<file path="src/rtl/wb_stage.sv">
// Writeback: picks load/ALU data, writes the register file, and bypasses the committed value to the decode read ports.
// Latency: reads are combinational and forwarding is registered (1 cycle). There is no backpressure, so a slot is accepted every cycle.
module wb_stage #(
  parameter int DATA_W = 32,
  parameter int ADDR_W = 4,
  parameter int CNT_W  = 32
) (
  input  logic              clk_i,
  input  logic              reset_i,
  input  logic [DATA_W-1:0] ALU_data_i,
  input  logic [DATA_W-1:0] mem_data_i,
  input  logic [ADDR_W-1:0] wb_addr_i,
  input  logic              valid_i,
  input  logic              do_write_i,
  input  logic              load_i,
  input  logic              flush_i,
  input  logic [ADDR_W-1:0] rd_addr_a_i,
  input  logic [ADDR_W-1:0] rd_addr_b_i,
  input  logic [DATA_W-1:0] pc_plus8_i,
  output logic [DATA_W-1:0] rd_data_a_o,
  output logic [DATA_W-1:0] rd_data_b_o,
  output logic              wb_valid_o,
  output logic [ADDR_W-1:0] wb_addr_o,
  output logic [DATA_W-1:0] wb_data_o,
  output logic              redirect_o,
  output logic [DATA_W-1:0] redirect_pc_o,
  output logic [CNT_W-1:0]  retired_o
);

  localparam int NREG = 1 << ADDR_W;
  localparam logic [ADDR_W-1:0] PC_IDX = ADDR_W'(NREG - 1);

  // The PC index has no storage; only r0..r(NREG-2) live in the array.
  logic [DATA_W-1:0] regs_q [NREG-1];
  logic [DATA_W-1:0] regs_d [NREG-1];

  logic              wb_valid_q, wb_valid_d;
  logic [ADDR_W-1:0] wb_addr_q, wb_addr_d;
  logic [DATA_W-1:0] wb_data_q, wb_data_d;
  logic              redirect_q, redirect_d;
  logic [DATA_W-1:0] redirect_pc_q, redirect_pc_d;
  logic [CNT_W-1:0]  retired_q, retired_d;

  logic [DATA_W-1:0] wdata;
  logic              commit;
  logic              retire;

  // The slot following a redirect is the shadow of the branch and is squashed.
  always_comb begin
    wdata  = load_i ? mem_data_i : ALU_data_i;
    commit = valid_i & do_write_i & ~flush_i & ~redirect_q;
    retire = valid_i & ~flush_i & ~redirect_q;
  end

  always_comb begin
    regs_d = regs_q;
    if (commit && (wb_addr_i != PC_IDX)) begin
      regs_d[wb_addr_i] = wdata;
    end

    wb_valid_d = commit;
    wb_addr_d  = wb_addr_i;
    wb_data_d  = wdata;

    redirect_d    = commit && (wb_addr_i == PC_IDX);
    redirect_pc_d = redirect_d ? {wdata[DATA_W-1:2], 2'b00} : redirect_pc_q;

    retired_d = retired_q;
    if (retire && (retired_q != {CNT_W{1'b1}})) begin
      retired_d = retired_q + CNT_W'(1);
    end
  end

  always_comb begin
    if (rd_addr_a_i == PC_IDX) begin
      rd_data_a_o = pc_plus8_i;
    end else if (commit && (wb_addr_i == rd_addr_a_i)) begin
      rd_data_a_o = wdata;
    end else begin
      rd_data_a_o = regs_q[rd_addr_a_i];
    end

    if (rd_addr_b_i == PC_IDX) begin
      rd_data_b_o = pc_plus8_i;
    end else if (commit && (wb_addr_i == rd_addr_b_i)) begin
      rd_data_b_o = wdata;
    end else begin
      rd_data_b_o = regs_q[rd_addr_b_i];
    end
  end

  always_ff @(posedge clk_i) begin
    if (!reset_i) begin
      for (int i = 0; i < NREG - 1; i++) begin
        regs_q[i] <= '0;
      end
      wb_valid_q    <= 1'b0;
      wb_addr_q     <= '0;
      wb_data_q     <= '0;
      redirect_q    <= 1'b0;
      redirect_pc_q <= '0;
      retired_q     <= '0;
    end else begin
      regs_q        <= regs_d;
      wb_valid_q    <= wb_valid_d;
      wb_addr_q     <= wb_addr_d;
      wb_data_q     <= wb_data_d;
      redirect_q    <= redirect_d;
      redirect_pc_q <= redirect_pc_d;
      retired_q     <= retired_d;
    end
  end

  assign wb_valid_o    = wb_valid_q;
  assign wb_addr_o     = wb_addr_q;
  assign wb_data_o     = wb_data_q;
  assign redirect_o    = redirect_q;
  assign redirect_pc_o = redirect_pc_q;
  assign retired_o     = retired_q;

endmodule

</file>
<file path="config.mk">
export PLATFORM = sky130hd
export DESIGN_NAME = wb_stage
export DESIGN_NICKNAME = d
export VERILOG_FILES = /design/src/rtl/wb_stage.sv
export SDC_FILE = /design/constraint.sdc
export NUM_CORES = 2
export LEC_CHECK = 0
export BUFFER_PORTS_ARGS = -buffer_cell sky130_fd_sc_hd__buf_2
export CORE_ASPECT_RATIO = 0.7
export CORE_MARGIN = 10
export CORE_UTILIZATION = 55
export CTS_CLUSTER_DIAMETER = 30
export DETAILED_ROUTE_END_ITERATION = 8
export PLACE_DENSITY_LB_ADDON = 0.05
export SLEW_MARGIN = 0
export SYNTH_ARGS = -nofsm -noshare
export SYNTH_HDL_FRONTEND = slang
export SYNTH_SLANG_ARGS = --single-unit
</file>
<file path="constraint.sdc">
create_clock -name clk_i -period 2.4 [get_ports clk_i]
set_input_delay 0.12 -clock clk_i [delete_from_list [all_inputs] [get_ports clk_i]]
set_output_delay 0.12 -clock clk_i [all_outputs]
set_load 0.01 [all_outputs]
</file>
==> impl_metrics.env <==
export IMPL_syn_area_mm2=0.0296
export IMPL_ios=280
export IMPL_design_area_mm2=0.0383
export IMPL_reg2regPathDepth=8
export IMPL_root_buffer="clkbuf_16"
export IMPL_dr_total_vias=26985
export IMPL_slew_violations=0
export IMPL_layout_drive_gt1_share=0.307
export IMPL_viasPerCell=6.72
export IMPL_synthSimpleGateAreaFrac=0.122
export IMPL_antenna_found_initial=2
export IMPL_synth_ff_type="dfxtp_1"
export IMPL_cts_buffers=106
export IMPL_min_from="ALU_data_i[1]"
export IMPL_finalSetupViolCount=64
export IMPL_grt_usage=0.325
export IMPL_first_pass_iters=9
export IMPL_cp_top_family="simple AND/OR/NAND/NOR gates"
export IMPL_r2r_start="redirect_o"
export IMPL_grt_max_degree=80
export IMPL_core_area_mm2=0.0527
export IMPL_crit_path_end="rd_data_b_o[13]"
export IMPL_cp_start_kind="flop"
export IMPL_path_class="flop to output pin"
export IMPL_clkTransAtPathRegs_ns=0.06
export IMPL_fin_nets=3317
export IMPL_htree_levels=3
export IMPL_cts_tree="built"
export IMPL_hold_slack_ns=0.0189
export IMPL_r2r_setup_slack_ns=0.09
export IMPL_first_iter_violations=3094
export IMPL_cellInternalPower_mw=20.5
export IMPL_synth_top_family_by_area="compound AO/OA/AOI/OAI gates"
export IMPL_die_x_um=297
export IMPL_grt_pass1_wl_mm=164
export IMPL_ir_worst_vdd_uv=594
export IMPL_p_switching_mw=7.32
export IMPL_cp_depth=8
export IMPL_crit_fanout=8
export IMPL_final_hold_violation_count=0
export IMPL_crit_path_end_kind="output pin"
export IMPL_clkSinkCount=580
export IMPL_synth_cells=2891
export IMPL_ant_nets=0
export IMPL_wl_per_cell_um=27.0
export IMPL_critPathRequiredTime_ns=2.28
export IMPL_period_minus_slack_ns=2.65
export IMPL_grt_pass1_vias=26522
export IMPL_syn_avg_cell_area_um2=10.2
export IMPL_regToRegEndpoint="regs_q[469]"
export IMPL_synth_xor_area_frac=0.00948
export IMPL_async_flop_share=0
export IMPL_sw_frac_of_total=0.263
export IMPL_start_util=0.561
export IMPL_critical_path_startpoint="redirect_o"
export IMPL_finalPower_mw=27.9
export IMPL_status="complete, but fails checks"
export IMPL_wl_mm=109
export IMPL_nFillCells=3689
export IMPL_skew_ns=0.0199
export IMPL_hp_class="primary input to flop"
export IMPL_dp_cells=3740
export IMPL_slew_headroom=0.481
export IMPL_timing_final_ws_setup_ns=-0.246
export IMPL_pwr_share_comb=0.092
export IMPL_fin_crit_sh=1.10
export IMPL_cap_violations=0
export IMPL_yosysSeqAreaShare=0.393
export IMPL_worstSkewPairLatency_ns=0.67
export IMPL_worst_slew_pin_slew_ns=0.757
export IMPL_synth_compound_area_share=0.248
export IMPL_synth_edff_count=0
export IMPL_max_clock_path_buffers=3
export IMPL_postLayoutCoreUtil=0.726
export IMPL_worstPathArrival_ns=2.53
export IMPL_synthMuxAreaShare=0.181
export IMPL_clockPowerShare=0.556
export IMPL_critPathBufInv=3
export IMPL_critPathSlowestCell="dfxtp_4"
export IMPL_crit_chain="nor3b_4, nand2_2, nor3_4, nand3_4, buf_12, buf_16, o311ai_4, buf_2"
export IMPL_synth_cell_type_count=54
export IMPL_powerDensity_mw_per_mm2=728
export IMPL_fmax_mhz=378
export IMPL_ys_warn_count=0
export IMPL_fp_dieH_um=214
export IMPL_total_leakage_power_nw=20.6
export IMPL_fp_row_count=70
export IMPL_failed_checks="negative setup slack"
export IMPL_place_area_mm2=0.0327
export IMPL_fin_setup_tns_ns=-10.12
export IMPL_regArea_mm2=0.0116
export IMPL_route_detailed_drc=0
export IMPL_io_buffer_count=277
export IMPL_overflow=0
export IMPL_synth_fa_ha_area_frac=0.000423
export IMPL_die_area_mm2=0.0636
export IMPL_dp_hpwl_mm=67.9
export IMPL_rsz0062_at_grt="yes"
export IMPL_pre_cts_slack_ns=0.137
export IMPL_cpPeakStageDelay_ns=0.35
export IMPL_multiInputGateArea_mm2=0.0177
export IMPL_ys_seq_elements=580
export IMPL_power_frac_seq=0.352
export IMPL_fin_cells=4017
export IMPL_areaGrowthSynthToFinish_pct=29.5
export IMPL_place_gp_congestion=0.879
==> layout make-up <==
class	count	share of cell area
well taps	720	0.0235
clock buffers	118	0.0734
multi-input cells	1982	0.463
repair buffers	530	0.112
flip-flops and latches	580	0.303
inverters	2	0.000196
diodes	1	0.0000654
clock inverters	84	0.0244
==> worst min path at each step <==
stage / endpoint / slack, ns / cells past startpoint
6_report: wb_data_o[1] / 0.02 / 4
4_1_cts: wb_data_o[24] / 0.003 / 4
3_5_place_dp: wb_valid_o / 0.41 / 2
3_3_place_gp: wb_valid_o / 0.43 / 2
2_1_floorplan: wb_valid_o / 0.27 / 1
5_1_grt: wb_data_o[0] / 0.03 / 4
==> worst min-delay path: stages <==
cell,delay (ns)
buf_2,0.08
mux2i_2,0.06
buf_4,0.23
nor2b_1,0.14
==> metal layers <==
layer,vias to the layer above,GRT usage,part of all wire
li1,11589,-,-
met1,13512,0.442,0.41
met2,1615,0.492,0.44
met3,267,0.0932,0.12
met4,2,0.109,0.032
met5,-,0,0.00010
==> power by group through the flow <==
stage          clock [mW]  sequential (mW)  combinational [mW]
6_report             15.5             9.81                2.56
5_1_grt              16.1             9.81                2.65
4_1_cts              15.6             9.81                2.44
3_5_place_dp            0             10.0                2.22
3_3_place_gp            0             10.0                2.19
2_1_floorplan           0             10.0                1.18
==> cells in the mapped netlist, drive strengths merged, types with 27 or more instances <==
library cell,number,area [µm²]
and2,33,206
dfxtp,580,11600
a221oi,28,245
mux4,188,4230
o211a,514,5140
nor2,55,231
a22oi,67,503
o311ai,31,272
nor2b,39,244
a21oi,27,135
clkbuf,246,923
mux2i,110,1100
o2bb2ai,32,280
o211ai,32,240
buf,82,422
o21ai,32,160
nand2,625,2350
==> flip-flops by register name (all words and copies together) (netlist names) <==
name	flops
regs_q	480
wb_addr_o	4
wb_valid_o	1
redirect_o	1
redirect_pc_o	30
retired_o	32
wb_data_o	32
==> what timing repair did <==
| item | CTS | global route |
|---|---|---|
| gates resized for setup | 156 | 39 |
| endpoints found under the hold margin | 83 | 0 |
| pin swaps | 26 | 4 |
| hold buffers | 56 | 0 |
| gates cloned | 7 | 0 |
| setup buffers | 12 | 2 |
| setup endpoints to repair | 64 | 65 |
==> cells by family (layout without fill, tap and decap cells) <==
group	Yosys count	after routing
compound gates	805	805
xor+xnor	32	32
fa+ha+maj	1	1
buf+inv	330	734
flops	580	580
mux	299	299
other cells	1	3
simple gates	843	843
==> layout by cell type (no fill, tap or decap), types with 32 or more instances in the layout <==
master / count
buf_4: 130
buf_2: 267
buf_12: 50
nand2_1: 602
dfxtp_1: 579
mux2i_1: 82
nor2b_1: 34
dlygate4sd3_1: 56
o2bb2ai_1: 32
a22oi_1: 67
nor2_1: 39
o211ai_1: 32
mux4_2: 188
o21ai_0: 32
clkbuf_16: 109
and2_1: 32
o211a_1: 511
Note: power is estimated with default switching activity, not from simulation.
